`src/rtl/cpu_pkg.sv`:
```
// Shared decode definitions: opcodes, instruction field positions, and the
// opcode-to-class helper used by the decode/issue stage.
package cpu_pkg;

    localparam int DW    = 16;
    localparam int NREGS = 16;

    localparam int OP_LSB = 12;
    localparam int A_LSB  = 8;
    localparam int B_LSB  = 4;
    localparam int C_LSB  = 0;

    typedef enum logic [3:0] {
        OP_ADD  = 4'b0000, OP_SUB  = 4'b0001, OP_AND  = 4'b0010, OP_OR   = 4'b0011,
        OP_SHL  = 4'b0100, OP_SHR  = 4'b0101, OP_ROL  = 4'b0110, OP_ROR  = 4'b0111,
        OP_NOT  = 4'b1000, OP_BEQ  = 4'b1001, OP_BNE  = 4'b1010, OP_BLT  = 4'b1011,
        OP_LD   = 4'b1100, OP_ST   = 4'b1101, OP_NOP  = 4'b1110, OP_HALT = 4'b1111
    } opcode_e;

    typedef enum logic [2:0] {
        CL_RTYPE, CL_SHIFT, CL_BRANCH, CL_LOAD, CL_STORE, CL_NOP, CL_HALT
    } iclass_e;

    function automatic iclass_e instr_class(input logic [3:0] op);
        if (op <= OP_OR)       return CL_RTYPE;
        else if (op <= OP_NOT) return CL_SHIFT;
        else if (op <= OP_BLT) return CL_BRANCH;
        else if (op == OP_LD)  return CL_LOAD;
        else if (op == OP_ST)  return CL_STORE;
        else if (op == OP_NOP) return CL_NOP;
        else                   return CL_HALT;
    endfunction

endpackage

```
`src/rtl/regfile_16x16.sv`:
```
// 16x16 register file: two combinational read ports, one synchronous write
// port; R0 is hardwired to zero.
module regfile_16x16
    import cpu_pkg::*;
(
    input  logic          clk,
    input  logic          rst_n,
    input  logic [3:0]    ra_i,
    input  logic [3:0]    rb_i,
    output logic [DW-1:0] rdata_a_o,
    output logic [DW-1:0] rdata_b_o,
    input  logic          we_i,
    input  logic [3:0]    waddr_i,
    input  logic [DW-1:0] wdata_i
);

    logic [NREGS-1:0][DW-1:0] mem_q;

    always_ff @(posedge clk or negedge rst_n) begin
        if (!rst_n) begin
            mem_q <= '0;
        end else if (we_i && waddr_i != 4'd0) begin
            mem_q[waddr_i] <= wdata_i;
        end
    end

    assign rdata_a_o = (ra_i == 4'd0) ? '0 : mem_q[ra_i];
    assign rdata_b_o = (rb_i == 4'd0) ? '0 : mem_q[rb_i];

endmodule

```
`src/rtl/decode_issue.sv`:
```
// Decode/issue stage with per-register scoreboard ahead of the ALU.
// Optional macro DECODE_WB_BYPASS_EN forwards same-cycle writeback data.
module decode_issue
    import cpu_pkg::*;
#(
    parameter int NREGS = 16,
    parameter int DW    = 16
) (
    input  logic          clk,
    input  logic          rst_n,
    input  logic          id_valid,
    input  logic [15:0]   id_instr,
    output logic          id_ready,
    output logic          ex_valid,
    input  logic          ex_ready,
    output logic [3:0]    ex_aluop,
    output logic [DW-1:0] ex_rs,
    output logic [DW-1:0] ex_rt,
    output logic [3:0]    ex_imm4,
    output logic          ex_wen,
    output logic [3:0]    ex_wdest,
    input  logic          wb_en,
    input  logic [3:0]    wb_addr,
    input  logic [DW-1:0] wb_data,
    output logic          halted
);

    typedef enum logic {ST_RUN, ST_HALTED} state_e;

    state_e           state_q;
    logic             ex_valid_q, ex_wen_q;
    logic [3:0]       ex_aluop_q, ex_imm4_q, ex_wdest_q;
    logic [DW-1:0]    ex_rs_q, ex_rt_q;
    logic [NREGS-1:0] sb_q, sb_d, sb_eff, wb_mask;

    logic [3:0] op, fa, fb, fc, src0, src1;
    logic       use0, use1, wen, hazard, accept, issue, byp0, byp1;
    logic [DW-1:0] rd0, rd1, rs_d, rt_d;
    iclass_e    cls;

    assign op  = id_instr[OP_LSB +: 4];
    assign fa  = id_instr[A_LSB +: 4];
    assign fb  = id_instr[B_LSB +: 4];
    assign fc  = id_instr[C_LSB +: 4];
    assign cls = instr_class(op);

    always_comb begin
        src0 = fb;
        src1 = fc;
        use0 = 1'b0;
        use1 = 1'b0;
        wen  = 1'b0;
        case (cls)
            CL_RTYPE:  begin use0 = 1'b1; use1 = 1'b1; wen = 1'b1; end
            CL_SHIFT:  begin use0 = 1'b1; wen = 1'b1; end
            CL_BRANCH: begin src0 = fa; src1 = fb; use0 = 1'b1; use1 = 1'b1; end
            CL_LOAD:   begin use0 = 1'b1; wen = 1'b1; end
            CL_STORE:  begin src1 = fa; use0 = 1'b1; use1 = 1'b1; end
            default:   ;
        endcase
    end

    regfile_16x16 u_rf (
        .clk       (clk),
        .rst_n     (rst_n),
        .ra_i      (src0),
        .rb_i      (src1),
        .rdata_a_o (rd0),
        .rdata_b_o (rd1),
        .we_i      (wb_en),
        .waddr_i   (wb_addr),
        .wdata_i   (wb_data)
    );

`ifdef DECODE_WB_BYPASS_EN
    // A register retiring this cycle is treated as already written.
    assign wb_mask = wb_en ? (NREGS'(1) << wb_addr) : '0;
    assign byp0    = wb_en && wb_addr == src0 && src0 != 4'd0;
    assign byp1    = wb_en && wb_addr == src1 && src1 != 4'd0;
`else
    assign wb_mask = '0;
    assign byp0    = 1'b0;
    assign byp1    = 1'b0;
`endif

    assign sb_eff = sb_q & ~wb_mask;
    assign hazard = (use0 && sb_eff[src0]) || (use1 && sb_eff[src1]) || (wen && sb_eff[fa]);
    assign rs_d   = !use0 ? '0 : (byp0 ? wb_data : rd0);
    assign rt_d   = !use1 ? '0 : (byp1 ? wb_data : rd1);

    assign id_ready = (!ex_valid_q || ex_ready) && !hazard && state_q == ST_RUN;
    assign accept   = id_valid && id_ready;
    assign issue    = accept && cls != CL_NOP && cls != CL_HALT;

    // Clear on retire first so a same-cycle set for that register wins.
    always_comb begin
        sb_d = sb_q;
        if (wb_en) sb_d[wb_addr] = 1'b0;
        if (issue && wen) sb_d[fa] = 1'b1;
        sb_d[0] = 1'b0;
    end

    always_ff @(posedge clk or negedge rst_n) begin
        if (!rst_n) begin
            state_q    <= ST_RUN;
            sb_q       <= '0;
            ex_valid_q <= 1'b0;
            ex_aluop_q <= '0;
            ex_rs_q    <= '0;
            ex_rt_q    <= '0;
            ex_imm4_q  <= '0;
            ex_wen_q   <= 1'b0;
            ex_wdest_q <= '0;
        end else begin
            sb_q <= sb_d;
            if (issue) begin
                ex_valid_q <= 1'b1;
                ex_aluop_q <= op;
                ex_rs_q    <= rs_d;
                ex_rt_q    <= rt_d;
                ex_imm4_q  <= fc;
                ex_wen_q   <= wen;
                ex_wdest_q <= wen ? fa : 4'd0;
            end else if (ex_ready) begin
                ex_valid_q <= 1'b0;
            end
            case (state_q)
                ST_RUN:     if (accept && cls == CL_HALT) state_q <= ST_HALTED;
                ST_HALTED:  state_q <= ST_HALTED;
                default:    state_q <= ST_RUN;
            endcase
        end
    end

    assign ex_valid = ex_valid_q;
    assign ex_aluop = ex_aluop_q;
    assign ex_rs    = ex_rs_q;
    assign ex_rt    = ex_rt_q;
    assign ex_imm4  = ex_imm4_q;
    assign ex_wen   = ex_wen_q;
    assign ex_wdest = ex_wdest_q;
    assign halted   = state_q == ST_HALTED;

endmodule

```
`config.mk`:
```
export PLATFORM = sky130hd
export DESIGN_NAME = decode_issue
export DESIGN_NICKNAME = d
export VERILOG_FILES = /design/src/rtl/cpu_pkg.sv /design/src/rtl/regfile_16x16.sv /design/src/rtl/decode_issue.sv
export SDC_FILE = /design/constraint.sdc
export NUM_CORES = 1
export LEC_CHECK = 0
export ABC_CLOCK_PERIOD_IN_PS = 2900
export BUFFER_PORTS_ARGS = -buffer_cell sky130_fd_sc_hd__buf_2
export CORE_UTILIZATION = 45
export DETAILED_ROUTE_END_ITERATION = 10
export GPL_TIMING_DRIVEN = 1
export HOLD_SLACK_MARGIN = 0.05
export MAX_ROUTING_LAYER = met4
export PLACE_DENSITY = 0.59
export REMOVE_ABC_BUFFERS = 1
export SLEW_MARGIN = 15
export SYNTH_ARGS = -nofsm -noshare
export SYNTH_HDL_FRONTEND = slang
export SYNTH_HIERARCHICAL = 1
export SYNTH_SLANG_ARGS = --single-unit
export TNS_END_PERCENT = 1
```
`constraint.sdc`:
```
create_clock -name clk -period 2.9 [get_ports clk]
set_clock_uncertainty 0.1 [all_clocks]
set_input_delay 0.29 -clock clk [delete_from_list [all_inputs] [get_ports clk]]
set_output_delay 0.29 -clock clk [all_outputs]
set_load 0.005 [all_outputs]
```
==> impl_metrics.toml <==
[timing]
setup_viol = 0
slew_violations = 0
fin_crit_sh = 0.975
hold_ws_ps = 86.6
period_needed_ps = 2830
worst_pin_slew_ps = 1070
fmax_mhz = 354
timing.final.ws_setup_ps = 71.4
finalHoldViolations = 0
max_slew_margin = 0.285

[clocking]
clk_pin_slew_ps = 70
insertion_delay_ps = 550
cts_root_buf = "clkbuf_16"
cts_buffer_depth = 3
h-tree-depth = 2
cts_tree = "done"
clock-sinks = 303
cts-buffers-inserted = 36

[route]
drt_pass1_iterations = 7
drtAntennaViolNets = 0
avgViaCountPerCell = 6.08
vias = 12100
routed_wl_mm = 48.8
avgRoutedWirePerCell_um = 24.6
drt_iter0_markers = 775
drc = 0

[placed_design]
gp_congestion = 0.908
io_buffers = 88
post-dp-hpwl_mm = 32.4
dpl_worst_slack_ps = -346
dpl.cell_count = 1905

[power_and_ir_drop]
powerDensity_mw_per_mm2 = 753
vdd_drop_max_uv = 587
p_leak_nw = 8.96

[floorplan]
rows = 70
die_height_um = 195
coreArea_mm2 = 0.0367
die_w_um = 195
start_util = 0.458
io_pins = 89
die_area_mm2 = 0.0382

[worst_setup_path]
reg2reg_from = "sb_eff[2]$_DFF_PN0_"
ff2ff_path_depth = 11
critPathKind = "flop to primary output"
cp-start-kind = "flop"
r2r_end = "ex_imm4[2]$_DFFE_PN0P_"
critPathArrivalTime_ps = 2440
cp_data_required_time_ps = 2510
reg2reg_slack_ps = 330
cp_max_fo = 4
crit_path_end_kind = "primary output"

[run]
maxCapViolCount = 0

[yosys]
synth_seq_area_share = 0.451
synthSimpleGateAreaFrac = 0.0527
synth_compound_area_frac = 0.0894
synthAdderAreaFrac = 0
synthXorXnorAreaFrac = 0
ys_warn_count = 6
synth-edff-count = 0
synth-async-reset-ratio = 1.00
synth_top_family_by_area = "multiplexers"
synth.ff_latch_count = 303
syn_inst = 1305
syn_avg_cell_area_um2 = 12.9
synth_area_mm2 = 0.0168
synth.area.mux_share = 0.364
synth_cell_type_count = 64
synth_ff_type = "dfrtp_1"

[cells_and_area]
areaGrowthSynthToFinish_pct = 19.5
final_common_cell = "dfrtp_1"
drive_above_1_share = 0.456
layoutNonFillerInstCount = 1981
fin_nets = 1529
final_cell_mix = "299 x dfrtp_1, 259 x mux2_2, 140 x buf_4"

[min_path]
hp-class = "input pin to flop"
whs_path_depth = 2
worst_hold_path.endpoint = "u_rf/mem_q[18]$_DFFE_PN0P_"
min_from = "wb_data[2]"

[global_route]
overflow = 0
antenna_found_initial = 1
grtUsageTotal = 0.272
grt_max_degree = 78
grt_pass1_vias = 12500
grt_pass1_wl_mm = 76.5

[status]
status = "finished clean"
logic make-up (layout without fill, tap and decap cells):
group	Yosys count	after routing
muxes	485	485
DFF	303	303
AOI/OAI and AO/OA	218	218
and+or+nand+nor	158	158
buffers and inverters	141	348
other	0	1
synthesized netlist by cell type, types with 3 or more instances:
library cell | n | area share
and2_1 | 5 | 0.0019
nand3b_1 | 5 | 0.0022
nor2_1 | 20 | 0.0045
inv_1 | 29 | 0.0065
or3_1 | 7 | 0.0026
o31ai_1 | 11 | 0.0049
a211oi_1 | 9 | 0.0040
a31oi_1 | 5 | 0.0019
nand2_1 | 41 | 0.0091
o41ai_1 | 6 | 0.0031
and4_1 | 4 | 0.0021
o22ai_1 | 14 | 0.0052
clkbuf_1 | 42 | 0.0094
mux2_4 | 20 | 0.018
a22o_1 | 4 | 0.0021
and3_1 | 4 | 0.0015
a2bb2oi_1 | 3 | 0.0016
nor2b_1 | 9 | 0.0033
a32o_1 | 4 | 0.0024
a32oi_1 | 3 | 0.0016
mux2_2 | 259 | 0.17
nand4b_1 | 3 | 0.0016
buf_1 | 5 | 0.0011
a221o_1 | 15 | 0.0089
nand2b_1 | 21 | 0.0078
dfrtp_1 | 303 | 0.45
buf_4 | 13 | 0.0058
buf_2 | 42 | 0.012
o21ai_0 | 29 | 0.0086
nand3_1 | 9 | 0.0027
o211ai_1 | 8 | 0.0036
buf_6 | 8 | 0.0054
a21oi_1 | 55 | 0.016
mux2i_1 | 138 | 0.082
a2111oi_0 | 14 | 0.0073
nor2_2 | 9 | 0.0033
a22oi_1 | 19 | 0.0085
a21o_1 | 4 | 0.0018
nand4_1 | 8 | 0.0030
mux4_2 | 68 | 0.091
final cells by class:
cell class	instances	area (um^2)
inverter	29	111
clock buffer	51	1050
antenna	1	2.50
fill	3077	16600
sequential	303	7590
clock inverter	11	166
multi-input combinational	861	8600
timing repair buffer	257	2000
tap	468	586
where the power goes:
group | leakage (nW) | switching, mW | internal [mW]
registers | 3.73 | 0.874 | 5.40
clock network | 0.593 | 1.81 | 2.87
logic | 4.63 | 1.75 | 2.44
state kept, by name, indices dropped and copies added, names as in the netlist:
| name | cells |
|---|---|
| u_rf/mem_q | 241 |
| ex_rs | 16 |
| ex_rt | 16 |
| sb_eff | 15 |
| ex_aluop | 4 |
| ex_imm4 | 4 |
| ex_wdest | 4 |
| ex_valid | 1 |
| ex_wen | 1 |
| halted | 1 |
layer usage:
metal	part of all wire	track usage	routed length, um
met4	0.031	0.0974	1520
met5	0	-	0
met2	0.46	0.412	22500
met3	0.054	0.0401	2640
met1	0.45	0.374	22100
how the worst max path moves through the flow:
stage               cells past startpoint           startpoint                     to  slack [ps]
global placement                       14         id_instr[12]   ex_rt[1]$_DFFE_PN0P_        -350
finish                                  9  sb_eff[6]$_DFF_PN0_               id_ready          70
global route                            9  sb_eff[6]$_DFF_PN0_               id_ready         -20
CTS                                     9  sb_eff[2]$_DFF_PN0_               id_ready          10
floorplan                               7         id_instr[12]  ex_rs[14]$_DFFE_PN0P_       -3190
detailed placement                     14         id_instr[12]  ex_rt[12]$_DFFE_PN0P_        -350
critical path, stage by stage (launching register included):
cell,delay [ps]
dfrtp_2,440
buf_4,150
mux2_2,250
o211ai_1,80
and4_1,210
a311oi_1,40
buf_4,140
nor4_4,220
and3_4,230
buf_2,110
through the flow:
step	total power, mW	TNS [ps]	cell area (um^2)	util
floorplan	8.79	-142820	16200	-
global placement	10.3	-1400	18700	0.510
detailed placement	10.5	-2910	18700	0.510
CTS	15.2	0	20000	0.546
global route	16.0	-20.0	20100	0.548
finish	15.1	0	20100	0.548
repair_timing:
item                                    CTS  global route
hold buffers                              8             0
endpoints found under the setup margin    1             1
buffers inserted                          1             4
pin swaps                                 1             4
resized for setup                         1            11
hold endpoints to repair                 77             0
Power figures use the tool's default switching activity.
